### src/rtl/switch_allocator.sv
// Separable input-first switch allocator: per-input round-robin VC pick, per-output matrix arbiter.
// Build option SWALLOC_PKT_LOCK_EN holds an output for a whole packet, from head to tail.
module switch_allocator #(
   parameter int unsigned NUM_PORTS = 5,
   parameter int unsigned NUM_VCS   = 4,
   localparam int unsigned OPW      = (NUM_PORTS > 1) ? $clog2(NUM_PORTS) : 1
) (
   input  logic                             clk,
   input  logic                             reset,
   input  logic [NUM_PORTS*NUM_VCS-1:0]     req,
   input  logic [NUM_PORTS*NUM_VCS*OPW-1:0] req_outport,
   input  logic [NUM_PORTS*NUM_VCS-1:0]     req_tail,
   input  logic [NUM_PORTS*NUM_VCS-1:0]     credit_ok,
   output logic [NUM_PORTS*NUM_VCS-1:0]     grant_vc,
   output logic [NUM_PORTS-1:0]             xbar_valid,
   output logic [NUM_PORTS*OPW-1:0]         xbar_sel
);

   localparam int unsigned VCW = (NUM_VCS > 1) ? $clog2(NUM_VCS) : 1;
   localparam int          NP  = int'(NUM_PORTS);
   localparam int          NV  = int'(NUM_VCS);

   // Priority state: per-input RR pointer, per-output matrix w_q[out][i][j] (i beats j when set)
   logic [VCW-1:0]       ptr_q [NUM_PORTS];
   logic [VCW-1:0]       ptr_d [NUM_PORTS];
   logic [NUM_PORTS-1:0] w_q   [NUM_PORTS][NUM_PORTS];
   logic [NUM_PORTS-1:0] w_d   [NUM_PORTS][NUM_PORTS];

   // Packet lock per output: owner input and VC
   logic [NUM_PORTS-1:0] lock_valid;
   logic [OPW-1:0]       lock_in [NUM_PORTS];
   logic [VCW-1:0]       lock_vc [NUM_PORTS];

   logic [NUM_VCS-1:0]   elig [NUM_PORTS];
   logic [NUM_PORTS-1:0] s1_valid;
   logic [VCW-1:0]       s1_vc  [NUM_PORTS];
   logic [OPW-1:0]       s1_out [NUM_PORTS];
   logic [NUM_PORTS-1:0] s2_req [NUM_PORTS];
   logic [NUM_PORTS-1:0] s2_gnt [NUM_PORTS];
   logic [NUM_PORTS-1:0] in_gnt;

   always_comb begin
      for (int p = 0; p < NP; p++) begin
         for (int v = 0; v < NV; v++) begin
            elig[p][v] = req[p*NV+v] & credit_ok[p*NV+v]
                       & (32'(req_outport[(p*NV+v)*OPW +: OPW]) < NUM_PORTS);
            for (int o = 0; o < NP; o++) begin
               if (lock_valid[o] && (req_outport[(p*NV+v)*OPW +: OPW] == OPW'(o))
                   && ((lock_in[o] != OPW'(p)) || (lock_vc[o] != VCW'(v)))) begin
                  elig[p][v] = 1'b0;
               end
            end
         end
      end
   end

   // Stage 1: descending scan so the eligible VC closest to the pointer is the last one written
   always_comb begin
      for (int p = 0; p < NP; p++) begin
         s1_valid[p] = 1'b0;
         s1_vc[p]    = '0;
         for (int k = NV - 1; k >= 0; k--) begin
            if (elig[p][(int'(ptr_q[p]) + k) % NV]) begin
               s1_valid[p] = 1'b1;
               s1_vc[p]    = VCW'((int'(ptr_q[p]) + k) % NV);
            end
         end
         for (int o = NP - 1; o >= 0; o--) begin
            if (lock_valid[o] && (lock_in[o] == OPW'(p)) && elig[p][lock_vc[o]]) begin
               s1_valid[p] = 1'b1;
               s1_vc[p]    = lock_vc[o];
            end
         end
         s1_out[p] = req_outport[(p*NV + int'(s1_vc[p]))*OPW +: OPW];
      end
   end

   // Stage 2: weights are antisymmetric, so exactly one requester survives per output
   always_comb begin
      for (int o = 0; o < NP; o++) begin
         for (int p = 0; p < NP; p++) begin
            s2_req[o][p] = s1_valid[p] && (s1_out[p] == OPW'(o))
                           && (!lock_valid[o] || (lock_in[o] == OPW'(p)));
         end
      end
      for (int o = 0; o < NP; o++) begin
         for (int i = 0; i < NP; i++) begin
            s2_gnt[o][i] = s2_req[o][i];
            for (int j = 0; j < NP; j++) begin
               if (s2_req[o][j] && w_q[o][j][i]) begin
                  s2_gnt[o][i] = 1'b0;
               end
            end
         end
      end
   end

   always_comb begin
      in_gnt     = '0;
      grant_vc   = '0;
      xbar_valid = '0;
      xbar_sel   = '0;
      for (int o = 0; o < NP; o++) begin
         for (int p = 0; p < NP; p++) begin
            if (s2_gnt[o][p]) begin
               in_gnt[p]                = 1'b1;
               xbar_valid[o]            = 1'b1;
               xbar_sel[o*OPW +: OPW]   = OPW'(p);
            end
         end
      end
      for (int p = 0; p < NP; p++) begin
         if (in_gnt[p]) begin
            grant_vc[p*NV + int'(s1_vc[p])] = 1'b1;
         end
      end
      if (!reset) begin
         grant_vc   = '0;
         xbar_valid = '0;
         xbar_sel   = '0;
      end
   end

   // Continuation flits on a locked output leave the priority state alone
   always_comb begin
      ptr_d = ptr_q;
      w_d   = w_q;
      for (int o = 0; o < NP; o++) begin
         for (int p = 0; p < NP; p++) begin
            if (s2_gnt[o][p] && !lock_valid[o]) begin
               ptr_d[p] = VCW'((int'(s1_vc[p]) + 1) % NV);
               for (int j = 0; j < NP; j++) begin
                  if (j != p) begin
                     w_d[o][p][j] = 1'b0;
                     w_d[o][j][p] = 1'b1;
                  end
               end
            end
         end
      end
   end

   always_ff @(posedge clk or negedge reset) begin
      if (!reset) begin
         for (int p = 0; p < NP; p++) begin
            ptr_q[p] <= '0;
         end
         for (int o = 0; o < NP; o++) begin
            for (int i = 0; i < NP; i++) begin
               for (int j = 0; j < NP; j++) begin
                  w_q[o][i][j] <= (i < j);
               end
            end
         end
      end else begin
         ptr_q <= ptr_d;
         w_q   <= w_d;
      end
   end

`ifdef SWALLOC_PKT_LOCK_EN
   logic [NUM_PORTS-1:0] lock_valid_d;
   logic [OPW-1:0]       lock_in_d [NUM_PORTS];
   logic [VCW-1:0]       lock_vc_d [NUM_PORTS];

   // A non-tail grant (re)arms the lock; a tail grant, including head+tail, leaves it clear
   always_comb begin
      lock_valid_d = lock_valid;
      lock_in_d    = lock_in;
      lock_vc_d    = lock_vc;
      for (int o = 0; o < NP; o++) begin
         for (int p = 0; p < NP; p++) begin
            if (s2_gnt[o][p]) begin
               lock_valid_d[o] = ~req_tail[p*NV + int'(s1_vc[p])];
               lock_in_d[o]    = OPW'(p);
               lock_vc_d[o]    = s1_vc[p];
            end
         end
      end
   end

   always_ff @(posedge clk or negedge reset) begin
      if (!reset) begin
         lock_valid <= '0;
         for (int o = 0; o < NP; o++) begin
            lock_in[o] <= '0;
            lock_vc[o] <= '0;
         end
      end else begin
         lock_valid <= lock_valid_d;
         lock_in    <= lock_in_d;
         lock_vc    <= lock_vc_d;
      end
   end
`else
   logic unused_tail;

   assign lock_valid  = '0;
   assign unused_tail = ^req_tail;

   always_comb begin
      for (int o = 0; o < NP; o++) begin
         lock_in[o] = '0;
         lock_vc[o] = '0;
      end
   end
`endif

endmodule

### config.mk
export PLATFORM = sky130hd
export DESIGN_NAME = switch_allocator
export DESIGN_NICKNAME = d
export VERILOG_FILES = /design/src/rtl/switch_allocator.sv
export SDC_FILE = /design/constraint.sdc
export NUM_CORES = 1
export LEC_CHECK = 0
export CAP_MARGIN = 20
export CORE_ASPECT_RATIO = 0.5
export CORE_MARGIN = 2
export CORE_UTILIZATION = 47
export CTS_CLUSTER_DIAMETER = 80
export DETAILED_ROUTE_END_ITERATION = 10
export GPL_TIMING_DRIVEN = 0
export HOLD_SLACK_MARGIN = 0.1
export PLACE_DENSITY = 0.75
export SLEW_MARGIN = 15
export SYNTH_ARGS = -nofsm -noshare
export SYNTH_HDL_FRONTEND = slang
export SYNTH_SLANG_ARGS = --single-unit
### constraint.sdc
create_clock -name clk -period 4.6 [get_ports clk]
set_input_delay 0.92 -clock clk [delete_from_list [all_inputs] [get_ports clk]]
set_output_delay 0.92 -clock clk [all_outputs]
set_load 0.05 [all_outputs]
Word level (Yosys, flattened, before mapping)
Cells that the tools add are included.

Bits in registers: 110. Logic and storage cells: 894.

Add/sub/neg operators: 28. Multipliers: 5. Magnitude comparators: 50. Equality and inequality tests: 20. Shift operators: 5. Mux-type cells: 417. Bitwise gates (word level): 59. Reductions and logical operators: 205.

Operator list (count): two-way mux 1 bit (294); logical AND 1 bit (130); >= comparator 32 x 1 -> 1 bit, second input constant (4); less-than comparator 32 x 7 -> 1 bit, second input constant (4); two-way mux 2 bit (60); indexed part select 60 x 8 -> 3 bit (2); two-way mux 20 bit (5); nonzero test 2 bit (50); less-than comparator 3 bit, second input constant (20); less-than comparator 3 x 4 -> 1 bit, second input constant (15); two-way mux 3 bit (20); OR 20 bit (3); indexed part select 60 x 5 -> 3 bit (1); indexed part select 60 x 7 -> 3 bit (1); indexed part select 60 x 9 -> 3 bit (1); two-way mux 4 bit (11); bitwise AND 1 bit (40); binary-select mux 1 bit (select 2 bit) (20); == test 3 x 2 -> 1 bit, second input constant (10); OR reduction 2 bit (15); nonzero test 5 bit (5); adder 2 x 1 -> 2 bit, second input constant (10); adder 2 bit, second input constant (10); adder 4 x 2 -> 5 bit, first input constant (4); 18 further kinds (54).

Logic depth before layout (Yosys ltp)
Gate-level depths: netlist of run 1.

Word-level depth: 35. Gate-level depth with buffers: 15. Gate-level depth less buffers: 12.

Worst setup path after synthesis of run 1
Ideal clock, no wire load.

Path type: input to output. Start: in req_outport[10]. End: out xbar_sel[0]. Arrival time: 4.359 ns. Data required time: 3.680 ns. Setup slack: -0.679 ns. Stages on the path: 11. Path buffers: 0. Cell sequence: o21a_1 > or2_1 > a211oi_2 > inv_2 > mux2i_1 > mux2_2 > nor3b_2 > a22o_1 > nor4_1 > a21oi_1 > nor3_1.

Word-level cells in the longest chain between the ends: 23.

RTL lines: from (decl) (line 11) `input logic [NUM_PORTS*NUM_VCS*OPW-1:0] req_outport,`; less-than comparator 3 bit (line 46) `& (32'(req_outport[(p*NV+v)*OPW +: OPW]) < NUM_PORTS);`; bitwise AND 1 bit (line 46); binary-select mux 1 bit (select 2 bit) (line 63) `if (elig[p][(int'(ptr_q[p]) + k) % NV]) begin`; two-way mux 1 bit (not written as such) (2 in a row) (line 63); two-way mux 2 bit (4 in a row) (line 63); multiplier 2 x 2 -> 4 bit (line 74) `s1_out[p] = req_outport[(p*NV + int'(s1_vc[p]))*OPW +: OPW];`; indexed part select 60 x 5 -> 3 bit (line 74); zero test 3 bit (line 82) `s2_req[o][p] = s1_valid[p] && (s1_out[p] == OPW'(o))`; logical AND 1 bit (line 82); logical AND 1 bit (line 90) `if (s2_req[o][j] && w_q[o][j][i]) begin`; two-way mux 1 bit (4 in a row) (line 90); two-way mux 1 bit (line 105) `if (s2_gnt[o][p]) begin`; two-way mux 2 bit (2 in a row) (line 105); two-way mux 3 bit * (line 105); two-way mux 15 bit * (line 117) `if (!reset) begin`; to (decl) (line 16) `output logic [NUM_PORTS*OPW-1:0] xbar_sel`.

Mark *: on every way between the ends. The rest lies on a longest branch, timed or not. The select of a mux whose other input is x is not followed.

Final worst setup path of run 1
Start: in req_outport[6]. End: out grant_vc[9].

Word-level cells in the longest chain between the ends: 31.

RTL lines: less-than comparator 3 bit (line 46); bitwise AND 1 bit (line 46); binary-select mux 1 bit (select 2 bit) (line 63); two-way mux 1 bit (not written as such) (2 in a row) (line 63); two-way mux 2 bit (4 in a row) (line 63); multiplier 2 x 2 -> 4 bit (line 74); indexed part select 60 x 5 -> 3 bit (line 74); zero test 3 bit (line 82); [... 11 more ...]; two-way mux 20 bit (line 113) `if (in_gnt[p]) begin`; OR 20 bit (no line); two-way mux 20 bit (line 113); OR 20 bit (no line); two-way mux 20 bit (line 113); OR 20 bit (no line); two-way mux 20 bit * (line 113); two-way mux 20 bit * (line 117); to (decl) (line 14) `output logic [NUM_PORTS*NUM_VCS-1:0] grant_vc,`.

Marks and branches as above.

==> flow_summary.toml, run 1 <==
[global_routing]
grt_max_degree = 65
antenna_found_initial = 0
grt_pass1_vias = 8826
grt_overflow = 0
grt_pass1_wl_um = 47200
grt_util_all_layers = 0.364

[detailed_routing]
ant_nets = 0
finalWirelength_um = 35300
vias = 9023
firstDrtPassIters = 5
drc = 0
initialDrtViolationCount = 1021
wire_per_inst_um = 25.7
via_per_inst = 6.56

[setup_path]
r2r_setup_slack_ps = 360
crit_fanout = 7
cp_data_arrival_time_ps = 4670
r2r_start = "ptr_q[9]"
required_ps = 3680
worstSetupEndpointType = "primary output"
critical_path.startpoint = "req_outport[6]"
start_kind = "input pin"
rr_worst_depth = 21
timing.rr.end = "w_q[77]"
critPathKind = "in -> out"

[synth]
synth_nets = 919
synth_cells = 777
yosysTopAreaCell = "dfrtp_1"
synthTopCellsByCount = "110 x nand2_1, 67 x nor2_1, 60 x dfrtp_1"
synth_top_area_share = 0.207
yosysSeqAreaShare = 0.389
synth.avg_cell_area_um2 = 9.32
yosys.cell_types.count = 92
synth_area_um2 = 7240
synth_ff_type = "dfrtp_1"
yosysMostFrequentCell = "nand2_1"
synth_edf_count = 0
asyncSetResetFlopFracSynth = 1.00
yosysWarnings = 0
synth.area.top_cells = "dfrtp_1 21%, dfstp_2 18%, nand2_1 5.7%"
synth-seq-cells = 110

[hold_path]
worst_hold_path_type = "reg -> reg"
worstHoldPathCells = 2
min-delay-start = "w_q[59]"
hold_end = "w_q[59]"

[power]
peakVddDrop_mv = 0.241
totalPowerFinal_mw = 5.55
leakage_nw = 5.71
p_per_area_nw_per_um2 = 437

[floorplanning]
row_count = 32
die_x_um = 180
die-area_um2 = 16500
initial_utilization = 0.475
die_h_um = 91.8
design.core.area_um2 = 15300
io-pin-count = 162

[placed_design]
gp_congestion = 0.854
hpwl_um = 15500
portBuffers = 141
place_inst = 1123
pre_cts_ws_ps = -2180

[sta]
period_share = 1.22
finClkSkew_ps = 9.32
fin_ws_ps = -995
rsz0062_at_grt = "yes"
max_slew.worst_pin.slew_ps = 1120
setup_viol = 40
slew_headroom = 0.252
max_freq_mhz = 179
finalHoldViolations = 0
slew_viol_final = 0
period_minus_slack_ps = 5590

[outcome]
status = "finished, violations left"
violations = "setup timing"

[final_layout]
antennaDiodeCount = 0
layout-drive-gt1-share = 0.548
final_cells = 1376
seq_area_um2 = 2820
syn_to_final_growth_pct = 75.6
fin_nets = 1309
multi_input_area_um2 = 5630
nFillCells = 698

[clock_network]
clock_latency_ps = 360
clkTransAtPathRegs_ps = 80
cts_tree = "yes"
numCtsBuffers = 9
clock-sinks = 110
max-clock-path-buffers = 2
h-tree-depth = 3
cts-root-buf = "clkbuf_16"
hold_buffers = 0

[job]
drv_cap = 0
## metal layers
metal  share of wire  track usage  wire [um]
met1            0.35        0.426      12400
met2            0.45        0.621      15900
met3            0.12       0.0961       4120
met4           0.080        0.191       2820
met5               0            0          0
## state kept, by name, indices dropped and copies added (netlist names)
signal and cells:
w_q 100, ptr_q 10
## cells in the final DEF, fill, tap and decap left out, drive strengths merged, types with 9 or more instances in the layout
| cell | netlist | final |
|---|---|---|
| and3 | 17 | 17 |
| a21o | 14 | 14 |
| a21oi | 23 | 23 |
| a211oi | 11 | 11 |
| ha | 20 | 20 |
| a22oi | 13 | 13 |
| and2 | 25 | 25 |
| nor3 | 13 | 13 |
| mux2 | 20 | 20 |
| nand4 | 10 | 10 |
| a221o | 9 | 9 |
| nor2 | 67 | 67 |
| a22o | 10 | 10 |
| dfrtp | 60 | 60 |
| nand2 | 110 | 110 |
| o21a | 25 | 25 |
| dlygate4sd2 | 0 | 46 |
| o21ai | 29 | 29 |
| nand3 | 16 | 16 |
| clkbuf | 10 | 24 |
| dfstp | 50 | 50 |
| buf | 7 | 320 |
| nand2b | 9 | 9 |
| inv | 59 | 61 |
| mux2i | 32 | 32 |
| o211ai | 9 | 9 |
| clkdlybuf4s15 | 0 | 13 |
## report_power, final
group	internal, mW	switching [mW]
clock	0.389	0.393
sequential	1.61	0.493
combinational	1.22	1.45
total	3.22	2.33
## repair_timing
item / 4_1_cts / 5_1_grt
gates resized for setup: 736 / 68
buffers inserted: 191 / 58
pin swaps: 135 / 58
endpoints found under the setup margin: 46 / 41
endpoints found under the hold margin: 0 / 0
cloned: 1 / 0
## through the flow
step	TNS [ps]	util	cell area [um^2]	hold WS [ps]
after floorplan	-2360	-	7710	436
after global placement	-303030	0.615	9380	444
after detailed placement	-76750	0.617	9410	449
after CTS	-12580	0.799	12200	461
after global routing	-28310	0.834	12700	483
final	-26490	0.834	12700	460
## critical path, cell delays in order
cell and delay [ps]:
dlygate4sd2_1 270, o21a_4 260, buf_4 160, o31ai_1 730, o2bb2ai_2 230, o22a_4 250
nor2b_4 70, buf_4 150, a22o_1 190, a211oi_2 320, nand2_2 290, a41oi_4 450
and2_4 230, buf_8 140
## worst max-delay path by stage
stage                          to  cells after the start
floorplan             grant_vc[0]                     12
global route          grant_vc[9]                     14
CTS                   grant_vc[8]                     14
finish                grant_vc[9]                     14
detailed placement  xbar_valid[1]                     15
global placement     grant_vc[10]                      5
## area by class of cell
cell class | count | share of cell area
Buffer | 14 | 0.0123
Clock buffer | 11 | 0.0191
Clock inverter | 5 | 0.00305
Inverter | 61 | 0.0196
Multi-Input combinational cell | 589 | 0.443
Sequential cell | 110 | 0.221
Tap cell | 204 | 0.0201
Timing Repair Buffer | 382 | 0.262
## logic make-up (layout without fill, tap and decap cells)
| logic type | count (synthesis) | count (layout) | share of synthesized area |
|---|---|---|---|
| AND/OR/NAND/NOR | 306 | 306 | 0.217 |
| AO/OA/AOI/OAI | 211 | 211 | 0.233 |
| flip-flops | 110 | 110 | 0.389 |
| buffers and inverters | 78 | 473 | 0.0449 |
| multiplexers | 52 | 52 | 0.0819 |
| adder cells (fa/ha/maj) | 20 | 20 | 0.0345 |
No activity file was read; power rests on OpenSTA's default activity.
==> run 2, diff against run 1 <==
- CORE_UTILIZATION: 47 -> 52
- PLACE_DENSITY: 0.75 -> 0.79
- clock period: 4.6 -> 5.5 ns (I/O delays scaled with it)
==> run 2 against run 1 <==
Effect of this change: count of clock-buffer cells in the layout decreased by 2; first-iteration DRC count decreased by 11%; clock power decreased by 16%; the run still ends with setup timing left; sequential power decreased by 18%; critical path depth decreased by 1; wire length decreased by 12%; final cell count decreased by 5.8%; setup slack improved by 830 ps; power decreased by 22%.
==> flow_summary.toml, run 2 (synthesis results as in run 1) <==
[floorplanning]
die_x_um = 171
io-pin-count = 162
initial_utilization = 0.533
row_count = 30
die_h_um = 87.5
design.core.area_um2 = 13600
die-area_um2 = 14900

[final_layout]
syn_to_final_growth_pct = 62.8
layout-drive-gt1-share = 0.468
largest_reg_flops = 100
top_register = "w_q"
reg.largest.list = "w_q: 100 flops, ptr_q: 10 flops"
layout.cells.most_common = "buf_4"
antennaDiodeCount = 0
final_cell_mix = "157 x buf_4, 96 x nand2_1, 63 x nor2_1, 60 x dfrtp_1, 51 x inv_1"
fin_nets = 1241

[global_routing]
grt_pass1_vias = 7581
grt_pass1_wl_um = 38600
use_met1 = 0.407
antenna_found_initial = 1
grt_overflow = 0
grt.met2_usage = 0.570
grt_max_degree = 65
grtUsageMet3 = 0.0863
top_usage_layer = "met2"
grt_util_all_layers = 0.331

[sta]
rsz0062_at_grt = "yes"
max_freq_mhz = 176
fin_ws_ps = -169
finClkSkew_ps = 9.92
setup_viol = 33
slew_viol_final = 0
period_share = 1.03
max_slew.worst_pin.slew_ps = 865
setup_tns_ps = -2570
finalHoldViolations = 0
period_minus_slack_ps = 5670
slew_headroom = 0.424

[placed_design]
gp_congestion = 0.919
hpwl_um = 15000
portBuffers = 141
pre_cts_ws_ps = -1510

[clock_network]
clkTransAtPathRegs_ps = 70
cts_tree = "yes"
cts-root-buf = "clkbuf_16"
clock_latency_ps = 360
max-clock-path-buffers = 2
clock-sinks = 110
numCtsBuffers = 9
h-tree-depth = 3
hold_buffers = 0

[power]
p_per_area_nw_per_um2 = 368
leakage_nw = 5.63
peakVddDrop_mv = 0.215

[job]
drv_cap = 0

[setup_path]
crit_fanout = 8
critPathKind = "in -> out"
cp_data_arrival_time_ps = 4570
worstSetupEndpointType = "primary output"
required_ps = 4400
start_kind = "input pin"

[detailed_routing]
wire_per_inst_um = 24.0
drc = 0
vias = 8511
via_per_inst = 6.57
ant_nets = 0
initialDrtViolationCount = 907
firstDrtPassIters = 6
finalWirelength_um = 31000

[hold_path]
worst_hold_path_type = "reg -> reg"

[outcome]
status = "finished, violations left"
violations = "setup timing"
[run 2: area by class of cell]
type / count / area, um^2
plain buffers: 13 / 103
clock buffers: 9 / 225
clock inverters: 7 / 62.6
fillers: 595 / 1800
inverters: 61 / 244
multi-input cells: 592 / 5270
flip-flops and latches: 110 / 2820
well taps: 192 / 240
repair buffers: 312 / 2830
[run 2: worst paths after layout]
kind | start | cells past startpoint | endpoint | slack (ps)
setup / recovery | req_outport[10] | 13 | xbar_sel[2] | -170
hold reg to reg | w_q[93] | 2 | w_q[93] | 470
hold / removal | w_q[93] | 2 | w_q[93] | 470
max in group asynchronous | reset | 2 | w_q[121] | 4030
min in group asynchronous | reset | 1 | w_q[61] | 720
setup reg to reg | ptr_q[9] | 12 | ptr_q[1] | 1440
[run 2: worst max-delay path, cell delays in order]
cell and delay (ps):
buf_6 90, o21a_1 210, or2_4 280, a211oi_4 330, clkinv_4 200, mux2i_1 180
mux2_4 320, nor3b_4 170, buf_4 150, a22oi_1 280, o2111a_1 490, and2_1 200
dlygate4sd2_1 560
[run 2: where the power goes]
group          switching [mW]  internal (mW)
sequential              0.376           1.35
clock                   0.338          0.319
combinational            1.08          0.883
[run 2: through the flow]
step	utilization	power, mW	hold slack [ps]	std cells	area, um^2
global placement	0.656	2.84	444	1110	8920
floorplan	-	2.48	436	777	7270
CTS	0.785	3.86	463	1221	10700
detailed placement	0.659	2.91	450	1111	8950
global route	0.868	4.48	482	1296	11800
finish	0.868	4.34	468	1296	11800
[run 2: metal layers]
| metal | wire length, um | part of all wire |
|---|---|---|
| met1 | 11100 | 0.36 |
| met2 | 14200 | 0.46 |
| met3 | 3650 | 0.12 |
| met4 | 2020 | 0.065 |
| met5 | 13 | 0.00042 |
[run 2: repair_timing]
| action | in CTS | in global routing |
|---|---|---|
| buffers inserted | 95 | 74 |
| pin swaps | 78 | 96 |
| endpoints found under the hold margin | 0 | 0 |
| setup endpoints to repair | 40 | 40 |
| gates resized for setup | 442 | 223 |
| cloned | 2 | 2 |
